### src/rtl/cache_pkg.sv
`default_nettype none
// ============================================================================
//  cache_pkg
//  Shared types, default widths and address helper for the cache fetch path.
//  Revision: 1.0
// ============================================================================
package cache_pkg;

    localparam int C_SIZE_BLOCK = 32;
    localparam int C_BIT_TOTAL  = 24;

    typedef enum logic [2:0] {
        ST_IDLE     = 3'd0,
        ST_LOOKUP   = 3'd1,
        ST_CHECK    = 3'd2,
        ST_MEM_REQ  = 3'd3,
        ST_MEM_WAIT = 3'd4,
        ST_FILL     = 3'd5,
        ST_RESP     = 3'd6
    } fetch_state_t;

    // Full-width byte address; callers truncate to their memory address width.
    function automatic logic [63:0] block_to_byte_addr(input logic [63:0] base,
                                                       input logic [63:0] idx,
                                                       input int unsigned block_bits);
        return base + idx * 64'(block_bits / 8);
    endfunction

endpackage
`default_nettype wire

### src/rtl/cache_fetch_sat_counter.sv
`default_nettype none
// ============================================================================
//  sat_counter
//  Event counter that sticks at all-ones instead of wrapping.
//  Revision: 1.0
// ============================================================================
module sat_counter #(
    parameter int WIDTH = 32
) (
    input  logic             clk,
    input  logic             rst_n,
    input  logic             inc,
    output logic [WIDTH-1:0] count
);

    always_ff @(posedge clk or negedge rst_n) begin
        if (!rst_n) begin
            count <= '0;
        end else if (inc && (count != {WIDTH{1'b1}})) begin
            count <= count + WIDTH'(1);
        end
    end

endmodule
`default_nettype wire

### src/rtl/cache_fetch.sv
`default_nettype none
// ============================================================================
//  cache_fetch
//  Read-miss controller: probes the cache, fetches misses over Avalon-MM,
//  fills the cache and returns the block; one request in flight.
//  Revision: 1.0
// ============================================================================
module cache_fetch
    import cache_pkg::*;
#(
    parameter int          SIZE_BLOCK   = C_SIZE_BLOCK,
    parameter int          BIT_TOTAL    = C_BIT_TOTAL,
    parameter logic [63:0] BASE_ADDR    = 64'h0,
    parameter int          BIT_MEM_ADDR = 32,
    parameter int          BIT_CNT      = 32
) (
    input  logic                    i_clk,
    input  logic                    i_rst,
    input  logic                    i_req_valid,
    output logic                    o_req_ready,
    input  logic [BIT_TOTAL-1:0]    i_req_addr,
    output logic                    o_rsp_valid,
    input  logic                    i_rsp_ready,
    output logic [SIZE_BLOCK-1:0]   o_rsp_data,
    output logic                    o_cache_en,
    output logic                    o_cache_wrt,
    output logic [BIT_TOTAL-1:0]    o_cache_addr,
    output logic [SIZE_BLOCK-1:0]   o_cache_data,
    input  logic [SIZE_BLOCK-1:0]   i_cache_data,
    input  logic                    i_cache_success,
    output logic                    o_mem_read,
    output logic [BIT_MEM_ADDR-1:0] o_mem_addr,
    input  logic                    i_mem_waitrequest,
    input  logic [SIZE_BLOCK-1:0]   i_mem_readdata,
    input  logic                    i_mem_readdatavalid,
    output logic [BIT_CNT-1:0]      o_hit_cnt,
    output logic [BIT_CNT-1:0]      o_miss_cnt
);

    fetch_state_t            r_state;
    logic [BIT_TOTAL-1:0]    r_addr;
    logic [SIZE_BLOCK-1:0]   r_data;
    logic                    r_cache_en;
    logic                    r_cache_wrt;
    logic                    r_mem_read;
    logic [BIT_MEM_ADDR-1:0] r_mem_addr;
    logic                    r_rsp_valid;
    logic                    w_hit_inc;
    logic                    w_miss_inc;

    assign w_hit_inc  = (r_state == ST_CHECK) &&  i_cache_success;
    assign w_miss_inc = (r_state == ST_CHECK) && !i_cache_success;

    always_ff @(posedge i_clk or negedge i_rst) begin
        if (!i_rst) begin
            r_state     <= ST_IDLE;
            r_addr      <= '0;
            r_data      <= '0;
            r_cache_en  <= 1'b0;
            r_cache_wrt <= 1'b0;
            r_mem_read  <= 1'b0;
            r_mem_addr  <= '0;
            r_rsp_valid <= 1'b0;
        end else begin
            case (r_state)
                ST_IDLE: begin
                    if (i_req_valid) begin
                        r_addr      <= i_req_addr;
                        r_mem_addr  <= BIT_MEM_ADDR'(block_to_byte_addr(
                                           BASE_ADDR, 64'(i_req_addr), SIZE_BLOCK));
                        r_cache_en  <= 1'b1;
                        r_cache_wrt <= 1'b0;
                        r_state     <= ST_LOOKUP;
                    end
                end
                ST_LOOKUP: begin
                    r_cache_en <= 1'b0;
                    r_state    <= ST_CHECK;
                end
                ST_CHECK: begin
                    if (i_cache_success) begin
                        r_data      <= i_cache_data;
                        r_rsp_valid <= 1'b1;
                        r_state     <= ST_RESP;
                    end else begin
                        r_mem_read <= 1'b1;
                        r_state    <= ST_MEM_REQ;
                    end
                end
                ST_MEM_REQ: begin
                    if (!i_mem_waitrequest) begin
                        r_mem_read <= 1'b0;
                        // Zero-latency memories may return data on the accept cycle.
                        if (i_mem_readdatavalid) begin
                            r_data      <= i_mem_readdata;
                            r_cache_en  <= 1'b1;
                            r_cache_wrt <= 1'b1;
                            r_state     <= ST_FILL;
                        end else begin
                            r_state <= ST_MEM_WAIT;
                        end
                    end
                end
                ST_MEM_WAIT: begin
                    if (i_mem_readdatavalid) begin
                        r_data      <= i_mem_readdata;
                        r_cache_en  <= 1'b1;
                        r_cache_wrt <= 1'b1;
                        r_state     <= ST_FILL;
                    end
                end
                ST_FILL: begin
                    r_cache_en  <= 1'b0;
                    r_cache_wrt <= 1'b0;
                    r_rsp_valid <= 1'b1;
                    r_state     <= ST_RESP;
                end
                ST_RESP: begin
                    if (i_rsp_ready) begin
                        r_rsp_valid <= 1'b0;
                        r_state     <= ST_IDLE;
                    end
                end
                default: begin
                    r_cache_en  <= 1'b0;
                    r_cache_wrt <= 1'b0;
                    r_mem_read  <= 1'b0;
                    r_rsp_valid <= 1'b0;
                    r_state     <= ST_IDLE;
                end
            endcase
        end
    end

    assign o_req_ready  = (r_state == ST_IDLE);
    assign o_rsp_valid  = r_rsp_valid;
    assign o_rsp_data   = r_data;
    assign o_cache_en   = r_cache_en;
    assign o_cache_wrt  = r_cache_wrt;
    assign o_cache_addr = r_addr;
    assign o_cache_data = r_data;
    assign o_mem_read   = r_mem_read;
    assign o_mem_addr   = r_mem_addr;

    sat_counter #(.WIDTH(BIT_CNT)) u_hit_cnt (
        .clk   (i_clk),
        .rst_n (i_rst),
        .inc   (w_hit_inc),
        .count (o_hit_cnt)
    );

    sat_counter #(.WIDTH(BIT_CNT)) u_miss_cnt (
        .clk   (i_clk),
        .rst_n (i_rst),
        .inc   (w_miss_inc),
        .count (o_miss_cnt)
    );

endmodule
`default_nettype wire

### config.mk
export PLATFORM = sky130hd
export DESIGN_NAME = cache_fetch
export DESIGN_NICKNAME = d
export VERILOG_FILES = /design/src/rtl/cache_pkg.sv /design/src/rtl/cache_fetch_sat_counter.sv /design/src/rtl/cache_fetch.sv
export SDC_FILE = /design/constraint.sdc
export NUM_CORES = 1
export LEC_CHECK = 0
export ABC_AREA = 1
export CELL_PAD_IN_SITES_DETAIL_PLACEMENT = 1
export CELL_PAD_IN_SITES_GLOBAL_PLACEMENT = 2
export CORE_MARGIN = 3
export CORE_UTILIZATION = 21
export CTS_CLUSTER_SIZE = 12
export DETAILED_ROUTE_END_ITERATION = 10
export PLACE_DENSITY = 0.79
export SKIP_LAST_GASP = 1
export SLEW_MARGIN = 20
export SYNTH_ARGS = -nofsm -noshare
export SYNTH_HDL_FRONTEND = slang
export SYNTH_SLANG_ARGS = --single-unit
### constraint.sdc
create_clock -name i_clk -period 1.7 [get_ports i_clk]
set_input_delay 0.34 -clock i_clk [delete_from_list [all_inputs] [get_ports i_clk]]
set_output_delay 0.34 -clock i_clk [all_outputs]
set_load 0.05 [all_outputs]
==> summary.md <==
| Metric | Value |
|---|---|
| Status | completed |
| Number of fill cells | 4365 |
| Final slew viol count | 0 |
| CP required | between 1 and 1.5 ns |
| # setup viols final | 0 |
| Syn avg cell area | approximately 7.0 sq um |
| TritonRoute pass-1 iters | 6 |
| P_sw | ~11000 uW |
| Pwr Total | between 20000 and 25000 uW |
| Avg Vias per Cell | between 4 and 5 |
| Internal power of the cells | 10600 uW |
| Layout overhead on the synthesized area | 61.2% |
| Syn Inst Count | between 1000 and 1500 |
| Slowest-stage cell, CP | dfrtp_2 |
| Initial antenna violation count | 1 |
| Latest clock arrival within the worst-skew pair | roughly 0.44 ns |
| VDD IR max | a little over 1 mV |
| First-pass GRT wire length | 46100 um |
| CP most frequent cell | nor2_4 |
| Initial core utilization | 21.6% |
| Largest net degree at the start of global routing | 50 |
| Yosys warning total | 0 |
| Fin util | 34.8% |
| Worst Setup SP | r_state[1]$_DFFE_PN0P_ |
| Met3 Use GR | approximately 3.2% |
| RSZ-0062 raised after global routing | yes |
| Worst R2R Start | r_state[0]$_DFFE_PN0P_ |
| Clock power frac | between 15 and 20% |
| Antenna viol nets, final | 0 |
| Final Critical Period | roughly 1.7 ns |
| Period utilization | between 90% and 100% |
| Max Cap Viol | 0 |
| Crit path capture | o_req_ready |
| Synth Cell Area | about 7800 sq um |
| GPL Wtd Cong | ~0.78 |
| # H-tree levels | 4 |
| Crit path largest cell delay | roughly 0.43 ns |
| Vias in the first global route | 8483 |
| Final net count | about 1600 |
| Clock Sinks | between 100 and 150 |
| Hold crit path type | primary input to async pin |
| Final WL | 30900 um |
| Initial DRC count | around 210 |
| GR met1 Demand/Resource | between 15 and 20% |
| CTS Buf Count | 17 |
| Pleak | around 0.006 uW |
| Crit-path cells | nor2_4 > inv_2 > nor2_4 > buf_12 |
| Gr usage total | roughly 15% |
| Seq pwr share | between 20 and 25% |
| Floorplan row count | between 60 and 70 |
| Share of post-route cells with drive strength above 1 | around a third |
| Routed len/inst | around 16 um |
| Die Wd | just under 200 um |
| Total grt overflow | 0 |
| Setup CP Type | register to primary output |
| Ports | ~280 |
| Crit path capture type | primary output |
| Non-Filler Instances | a little under 2000 |
| Die footprint | roughly 39000 sq um |
| Die Span Y | between 150 and 200 um |
| Hold Vio Cnt, Final | 0 |
| Setup slack, reg-to-reg | 0.09 ns |
| Startpoint types | register |
| Clk root buf | clkbuf_16 |
| Placed Cells | around 1900 |
| Clock tree buffer depth | 2 |
| Synth unique cells | 32 |
| Seq cells post-synth | 127 |
| DP Wirelength | 22800 um |
| Arrival @ worst endpoint | 1.31 ns |
| Global Route met2 Usage | between 20% and 30% |
| GR peak layer | met2 |
| Worst R2R End | u_hit_cnt.count[24]$_DFFE_PN0P_ |
| Max FO, Critical Path | 3 |
| Power Density | roughly 1700 nW/um^2 |
| Post-synthesis sequential area ratio | slightly above 40% |
| CTS tree | yes |
| Post-route DRC violation count | 0 |
| Worst reg2reg path depth | 10 |
| Max Clk Rate | a little over 0.6 GHz |
| Sw Ratio | between 50% and 60% |
| Via Count | slightly above 8000 |
| Clock skew | between 0.009 and 0.01 ns |
| Clock transition at path regs | roughly 0.060 ns |
| CORE AREA | approximately 36000 sq um |
| IO buf count | 275 |
| Comb power frac | 61.1% |
==> area by class of cell <==
type | count | area [sq um] | share of cell area, %
diodes | 1 | 2.50 | 0.0200
clock buffers | 25 | 505 | 4.03
clock inverters | 6 | 80.1 | 0.639
inverters | 62 | 238 | 1.90
multi-input cells | 840 | 3890 | 31.0
flip-flops and latches | 127 | 3230 | 25.8
well taps | 461 | 577 | 4.60
repair buffers | 408 | 4010 | 32.0
==> how the worst min path moves through the flow <==
stage | endpoint | cells after the start
finish | u_miss_cnt.count[1]$_DFFE_PN0P_ | 2
global route | u_miss_cnt.count[1]$_DFFE_PN0P_ | 2
CTS | u_miss_cnt.count[1]$_DFFE_PN0P_ | 2
detailed placement | u_miss_cnt.count[1]$_DFFE_PN0P_ | 1
global placement | u_miss_cnt.count[1]$_DFFE_PN0P_ | 1
floorplan | o_cache_addr[0]$_DFFE_PN0P_ | 0
==> layout by cell type (no fill, tap or decap), types with 3 or more instances in the layout <==
cell | Yosys | final
a21oi_1 | 6 | 5
buf_12 | 0 | 47
buf_4 | 70 | 256
buf_6 | 5 | 4
clkbuf_1 | 3 | 3
clkbuf_16 | 0 | 23
clkbuf_8 | 0 | 5
clkdlybuf4s50_1 | 0 | 93
clkinv_2 | 0 | 4
conb_1 | 1 | 8
dfrtp_1 | 127 | 87
dfrtp_2 | 0 | 40
inv_1 | 53 | 51
inv_2 | 9 | 9
mux2_2 | 24 | 24
nand2_1 | 546 | 543
nand2_2 | 7 | 6
nand2_4 | 2 | 6
nand3_1 | 68 | 67
nand3_4 | 0 | 3
nand4_1 | 4 | 4
nor2_1 | 114 | 98
nor2_2 | 3 | 13
nor2_4 | 3 | 9
o21ai_0 | 10 | 10
o21ai_1 | 3 | 3
xnor2_1 | 10 | 10
xor2_1 | 18 | 18
==> sequential cells by signal, indices dropped and copies added (netlist names) <==
register,count
o_cache_data,32
u_hit_cnt.count,32
u_miss_cnt.count,32
o_cache_addr,24
r_state,3
o_cache_en,1
o_cache_wrt,1
o_mem_read,1
o_rsp_valid,1
==> worst max-delay path, delay by kind of cell (launching register included) <==
kind	cells	cell delay (ns)
simple gates	2	0.25
buf+inv	2	0.20
flops	1	0.43
==> power by group through the flow <==
stage,registers (uW),clock network [uW],logic [uW]
2_1_floorplan,7210,0,6450
3_3_place_gp,4710,0,12300
3_5_place_dp,4740,0,12500
4_1_cts,4690,3880,12600
5_1_grt,4790,4000,14000
6_report,4650,3740,13200
==> logic make-up (layout without fill, tap and decap cells) <==
logic type	Yosys count	after routing	synth area share [%]
flip-flops	127	127	40.9
other	1	9	0.0483
buffers and inverters	155	501	11.6
AO/OA/AOI/OAI	22	22	1.51
adder cells (fa/ha/maj)	2	2	0.322
XOR/XNOR	28	28	3.16
multiplexers	24	24	3.48
AND/OR/NAND/NOR	756	756	39.0
==> synth_stat cells <==
cell type  number  area share (%)
nand2_1       546              26
dfrtp_1       127              41
nor2_1        114             5.5
buf_4          70             6.8
nand3_1        68             4.4
inv_1          53             2.6
mux2_2         24             3.5
xor2_1         18             2.0
buf_2          15            0.97
o21ai_0        10            0.64
xnor2_1        10             1.1
inv_2           9            0.43
nand2_2         7            0.56
a21oi_1         6            0.39
buf_6           5            0.72
nand4_1         4            0.32
clkbuf_1        3            0.14
nor2_2          3            0.24
nor2_4          3            0.43
o21ai_1         3            0.19
and2_1          2            0.16
ha_1            2            0.32
nand2_4         2            0.29
nand3_2         2            0.26
nand3b_1        2            0.19
conb_1          1           0.048
nor3_1          1           0.064
nor3_2          1            0.13
o211ai_1        1           0.097
o21ai_2         1            0.11
o22ai_1         1           0.081
or2_2           1           0.081
==> metal layers <==
layer	wire length [um]	share of wire, %
met5	13	0.042
met4	398	1.3
met3	1320	4.3
met2	15800	51
met1	13400	43
==> what timing repair did <==
action,CTS,global route
cloned,0,7
setup buffers,3,16
setup endpoints to repair,29,96
pin swaps,1,9
hold endpoints to repair,30,0
hold buffers,1,0
gates resized for setup,3,37
==> per-stage QoR <==
step	area (sq um)	hold WS [ns]	setup WS, ns	TNS, ns
after detailed placement	11500	0.248	-0.0288	-0.0811
after global placement	11500	0.249	-0.0418	-0.448
after global routing	12500	0.367	-0.0650	-0.567
after floorplan	7880	0.0444	-0.00993	-0.207
final	12500	0.368	0.0491	0
after CTS	12100	0.338	-0.0254	-0.0254
Power figures use the tool's default switching activity.
